File: config.mk
export PLATFORM = sky130hd
export DESIGN_NAME = nibble_serial_adder_flat
export DESIGN_NICKNAME = d
export VERILOG_FILES = /design/src/rtl/nibble_serial_adder_pkg.sv /design/src/rtl/nibble_serial_adder_if.sv /design/src/rtl/nibble_serial_adder_fa4b.sv /design/src/rtl/nibble_serial_adder.sv /design/src/flat_wrapper.sv
export SDC_FILE = /design/constraint.sdc
export NUM_CORES = 1
export LEC_CHECK = 0
export ABC_AREA = 1
export BUFFER_PORTS_ARGS = -buffer_cell sky130_fd_sc_hd__buf_2
export CAP_MARGIN = 20
export CORE_AREA = 2 2 72 92
export CTS_CLUSTER_SIZE = 28
export DETAILED_ROUTE_END_ITERATION = 7
export DIE_AREA = 0 0 74 94
export HOLD_SLACK_MARGIN = 0.02
export PLACE_DENSITY_LB_ADDON = 0.2
export SLEW_MARGIN = 5
export SYNTH_ARGS = -nofsm -noshare
export SYNTH_HDL_FRONTEND = slang
export SYNTH_SLANG_ARGS = --single-unit
File: constraint.sdc
create_clock -name clk -period 2 [get_ports clk]
set_clock_uncertainty 0.15 [all_clocks]
set_input_delay 0.1 -clock clk [delete_from_list [all_inputs] [get_ports clk]]
set_output_delay 0.1 -clock clk [all_outputs]
set_load 0.02 [all_outputs]
File: src/rtl/nibble_serial_adder_pkg.sv
// Shared arithmetic definitions for the nibble-serial adder: FSM encoding
// and the width of one datapath step.
package arith_pkg;

    localparam int NIB_W = 4;

    typedef enum logic [1:0] {
        IDLE = 2'd0,
        RUN  = 2'd1,
        DONE = 2'd2
    } state_t;

endpackage

File: src/rtl/nibble_serial_adder_if.sv
// Request/response bundle of the nibble-serial adder; the requester uses
// the master view, the adder the slave view.
interface nibble_serial_adder_if #(
    parameter int W = 16
);

    logic         start;
    logic [W-1:0] a;
    logic [W-1:0] b;
    logic         cin;
    logic         busy;
    logic         done;
    logic [W-1:0] sum;
    logic         cout;

    modport master (
        output start, a, b, cin,
        input  busy, done, sum, cout
    );

    modport slave (
        input  start, a, b, cin,
        output busy, done, sum, cout
    );

endinterface

File: src/rtl/nibble_serial_adder_fa4b.sv
// Team 4-bit ripple adder, purely combinational.
module fa4b (
    input  logic [3:0] a,
    input  logic [3:0] b,
    input  logic       cin,
    output logic [3:0] s,
    output logic       cout
);

    assign {cout, s} = 5'(a) + 5'(b) + 5'(cin);

endmodule

File: src/rtl/nibble_serial_adder.sv
// Multi-cycle W-bit adder: one nibble per clock through a single fa4b,
// carrying between nibbles through a registered carry.
module nibble_serial_adder
    import arith_pkg::*;
#(
    parameter int W = 16
) (
    input logic                  clk,
    input logic                  rst_n,
    nibble_serial_adder_if.slave bus
);

    localparam int NNIB  = W / NIB_W;
    localparam int CNT_W = (NNIB > 1) ? $clog2(NNIB) : 1;

    state_t             state_q;
    state_t             state_nxt;
    logic [W-1:0]       a_sh;
    logic [W-1:0]       b_sh;
    logic [W-1:0]       sum_q;
    logic               carry_q;
    logic               cout_q;
    logic [CNT_W-1:0]   cnt_q;
    logic [NIB_W-1:0]   nib_sum;
    logic               nib_cout;
    logic               last_step;
    logic               accept;

    fa4b u_fa4b (a_sh[NIB_W-1:0], b_sh[NIB_W-1:0], carry_q, nib_sum, nib_cout);

    assign last_step = (cnt_q == CNT_W'(NNIB - 1));
    // A start is taken whenever the adder is not busy, including the DONE cycle.
    assign accept    = bus.start && (state_q != RUN);

    always_comb begin
        state_nxt = state_q;
        case (state_q)
            IDLE:    if (bus.start) state_nxt = RUN;
            RUN:     if (last_step) state_nxt = DONE;
            DONE:    state_nxt = bus.start ? RUN : IDLE;
            default: state_nxt = IDLE;
        endcase
    end

    always_ff @(posedge clk or negedge rst_n) begin
        if (!rst_n) begin
            state_q <= IDLE;
        end else begin
            state_q <= state_nxt;
        end
    end

    // Sum nibbles enter from the MSB side so after NNIB steps nibble 0 sits at the bottom.
    always_ff @(posedge clk or negedge rst_n) begin
        if (!rst_n) begin
            a_sh    <= '0;
            b_sh    <= '0;
            sum_q   <= '0;
            carry_q <= 1'b0;
            cout_q  <= 1'b0;
            cnt_q   <= '0;
        end else if (accept) begin
            a_sh    <= bus.a;
            b_sh    <= bus.b;
            carry_q <= bus.cin;
            cnt_q   <= '0;
        end else if (state_q == RUN) begin
            sum_q   <= W'({nib_sum, sum_q} >> NIB_W);
            a_sh    <= a_sh >> NIB_W;
            b_sh    <= b_sh >> NIB_W;
            carry_q <= nib_cout;
            cnt_q   <= cnt_q + CNT_W'(1);
            if (last_step) begin
                cout_q <= nib_cout;
            end
        end
    end

    assign bus.busy = (state_q == RUN);
    assign bus.done = (state_q == DONE);
    assign bus.sum  = sum_q;
    assign bus.cout = cout_q;

endmodule

File: src/flat_wrapper.sv
// flat-port wrapper written by rule: the top's interface ports become plain ports
module nibble_serial_adder_flat import arith_pkg::*;
#(
    parameter int W = 16
)
  (clk, rst_n, bus_start, bus_a, bus_b, bus_cin, bus_busy, bus_done, bus_sum, bus_cout);
  nibble_serial_adder_if #(.W(W)) bus_i ();
  input logic clk;
  input logic rst_n;
  input wire logic [$bits(bus_i.start)-1:0] bus_start;
  input wire logic [$bits(bus_i.a)-1:0] bus_a;
  input wire logic [$bits(bus_i.b)-1:0] bus_b;
  input wire logic [$bits(bus_i.cin)-1:0] bus_cin;
  output wire logic [$bits(bus_i.busy)-1:0] bus_busy;
  output wire logic [$bits(bus_i.done)-1:0] bus_done;
  output wire logic [$bits(bus_i.sum)-1:0] bus_sum;
  output wire logic [$bits(bus_i.cout)-1:0] bus_cout;
  assign bus_i.start = bus_start;
  assign bus_i.a = bus_a;
  assign bus_i.b = bus_b;
  assign bus_i.cin = bus_cin;
  assign bus_busy = bus_i.busy;
  assign bus_done = bus_i.done;
  assign bus_sum = bus_i.sum;
  assign bus_cout = bus_i.cout;
  nibble_serial_adder #(.W(W)) u_core (.clk(clk), .rst_n(rst_n), .bus(bus_i));
endmodule
==> results by group <==
Synthesis
  • Simple-Gate Fraction of Synth Area: 0.255
  • #FFs+latches synth: between 50 and 60
  • Synthesized cell area: between 2000 and 2500 sq um
  • Ys Warns: 0
  • Post-Syn Area per Cell: ~9 sq um
  • Sequential element share of the synthesized area: 0.568
  • Syn_nets: about 300
  • Post-Synth Adder-Cell Area: 0.0379
  • Synth Area in XOR/XNOR: 0
  • Mux cell area share after synthesis: 0
  • Distinct cell type count after synthesis: 20
  • Compound-Gate Fraction of Synth Area: 0.0736
  • Cell count after synthesis: 264
  • Main combinational cell family by area after synthesis: simple AND/OR/NAND/NOR gates

Setup path
  • CP Capture Point: bus_busy
  • CP max FO: 25
  • WP data required: ~1.8 ns
  • Worst R2R Path Depth: 8
  • Worst R2R End: u_core.carry_q
  • CP startpoint kind: register
  • R2r setup slk: slightly below 0.3 ns
  • Worst setup path start: u_core.state_q[0]
  • Worst flop-to-flop path startpoint: u_core.carry_q
  • CP endpoint kind: primary output
  • Critical path arrival: 1.62 ns
  • WS Path Type: reg -> out

Layout
  • Fin util: 0.522
  • Fin nets: just under 400
  • Area Overhead vs Synth: 32.8%
  • # diodes: 0
  • Most common cell after layout, fill and taps aside: nand2_1
  • Most frequent cells in the layout: 111 x nand2_1, 54 x buf_2, 54 x dfrtp_1, 35 x dlygate4sd3_1, 24 x nand3_1
  • Layout cell share with drive strength beyond 1: 0.201

Power
  • Clock network power share: 0.135
  • Switch share: 0.419
  • Worst vdd ir: 0.000619 V
  • Leakage power: 1.60 nW
  • PD cells: about 1400 nW/um^2
  • Internal power: between 2 and 2.5 mW
  • Comb power frac: 0.439
  • Seq pwr share: 0.426
  • Psw: between 1.5 and 2 mW

GRT
  • Pin count of the biggest net entering global routing: 32
  • Vias in the first global route: around 1,900
  • GRT Util Overall: 0.163
  • Global-route wire length before repair: around 8600 um
  • Initial antenna violation count: 0
  • GRT overflow: 0

Floorplan
  • Rows: 32
  • Initial Utilization: 0.393
  • Die height: 94 um
  • Die X: between 70 and 80 um
  • Total I/O pin count: 55
  • Die area: between 6000 and 7000 sq um
  • CORE AREA: ~6000 sq um

Routing
  • Avg WL per Cell: ~12 um
  • Pre-Repair DR Iteration Count: 4
  • Initial DRC count: 77
  • Total Wirelength: 5100 um
  • DRC viols: 0
  • Vias per Instance: 4.54
  • Via count: around 2,000
  • Post-DRT Antenna Nets: 0

Placed design
  • GPL Wtd Cong: between 0.7 and 0.8
  • I/O Buffers: 54
  • HPWL after detailed placement: 3350 um

Run
  • Max-Cap Viols: 0

CTS
  • H-tree Lvls: 2
  • CTS resizes: 0
  • Clock Path Buffers: 2
  • Clock sinks: 54
  • CTS Buf Count: 5
  • Clock transition at path regs: approximately 0.090 ns
  • Clock insertion delay at the later pin of the skew report: slightly above 0.3 ns
  • CTS root buf: clkbuf_8
  • CTS tree: yes

Timing
  • Minimum clock period: between 1.5 and 2 ns
  • RSZ-0062 raised after global routing: false
  • Setup violations, final: 0
  • Final Cycle Share: 0.934
  • Fin Setup TNS: 0 ns
  • Fmax achieved: approximately 0.54 GHz
  • Slew @ Worst Pin: approximately 0.57 ns
  • Slew Viols, Final: 0
  • Worst rel slew slack: 0.618
  • Final Hold Violating Endpoints: 0
  • Worst hold slack: roughly 0.17 ns

Run status
  • Status: finished clean

Worst hold path
  • HP Class: in -> async
-- area by class of cell --
cell class,count,area [sq um]
fill,602,2890
sequential,54,1350
multi-input combinational,179,871
timing repair buffer,93,676
tap,85,106
inverter,20,75.1
clock buffer,5,68.8
clock inverter,2,10.0
-- sequential cells by signal, summed over array words and instances (netlist names) --
signal,count
u_core.bus.sum,16
u_core.carry_q,1
u_core.cnt_q,2
u_core.state_q,2
u_core.bus.cout,1
u_core.a_sh,16
u_core.b_sh,16
-- kinds of logic (layout without fill, tap and decap cells) --
group                    Yosys count  in the layout
AND/OR/NAND/NOR                  142            142
AO/OA/AOI/OAI                     31             31
flip-flops                        54             54
buffers and inverters             31            120
adder cells (fa/ha/maj)            6              6
-- what timing repair did --
item,CTS,global route
setup endpoints to repair,0,0
endpoints found under the hold margin,57,0
hold buffers,35,0
buffers inserted,0,0
-- cell usage after synthesis --
master    instances  area, sq um
a22o_1            1         8.76
o22ai_1           1         6.26
nand3_1          24          120
nor2_4            1         11.3
o21ai_1           1         5.00
dfrtp_1          54         1350
ha_1              4         50.1
nor2_1            3         11.3
fa_1              2         40.0
inv_1            18         67.6
buf_4             3         22.5
o21ai_0          18         90.1
nand2_2           1         6.26
o211ai_1          6         45.0
a21oi_1           4         20.0
inv_2             2         7.51
nand2_1         111          417
nor2_8            2         40.0
buf_6             3         33.8
buf_2             5         25.0
-- critical path, stage by stage, from the launching register on --
cell and delay (ns):
dfrtp_1 0.42, inv_2 0.08, nor2_8 0.26, buf_4 0.33, buf_2 0.22
-- per-stage QoR --
stage	area [sq um]	instances	power, mW	setup slack (ns)
floorplan	2380	264	3.23	0.360
global placement	2730	396	3.67	0.330
detailed placement	2730	396	3.71	0.309
CTS	3160	438	4.35	0.120
global route	3160	438	4.72	0.0269
finish	3160	438	4.29	0.132
-- how the worst min path moves through the flow --
stage / start / to / slack (ns) / depth (start not counted)
final: rst_n / u_core.bus.sum[2] / 0.17 / 2
after global placement: rst_n / u_core.bus.sum[2] / -0.01 / 1
after floorplan: rst_n / u_core.a_sh[0] / -0.35 / 0
after global routing: rst_n / u_core.bus.sum[1] / 0.23 / 2
after CTS: rst_n / u_core.bus.sum[5] / 0.19 / 2
after detailed placement: rst_n / u_core.bus.sum[2] / -0.007 / 1
-- power groups by stage --
stage | Combinational (mW) | Clock [mW] | Sequential, mW
finish | 1.89 | 0.580 | 1.83
global route | 2.17 | 0.655 | 1.89
CTS | 1.92 | 0.604 | 1.83
detailed placement | 1.86 | 0 | 1.85
global placement | 1.84 | 0 | 1.84
floorplan | 1.24 | 0 | 1.99
-- routing by layer --
metal  track usage  up-vias  share of wire
met3        0.0365        5          0.038
met1         0.217      920           0.46
met2         0.266       46           0.49
met4        0.0409        0          0.011
li1              -     1018              -
met5             0        -              0
(Power assumes the default switching activity.)
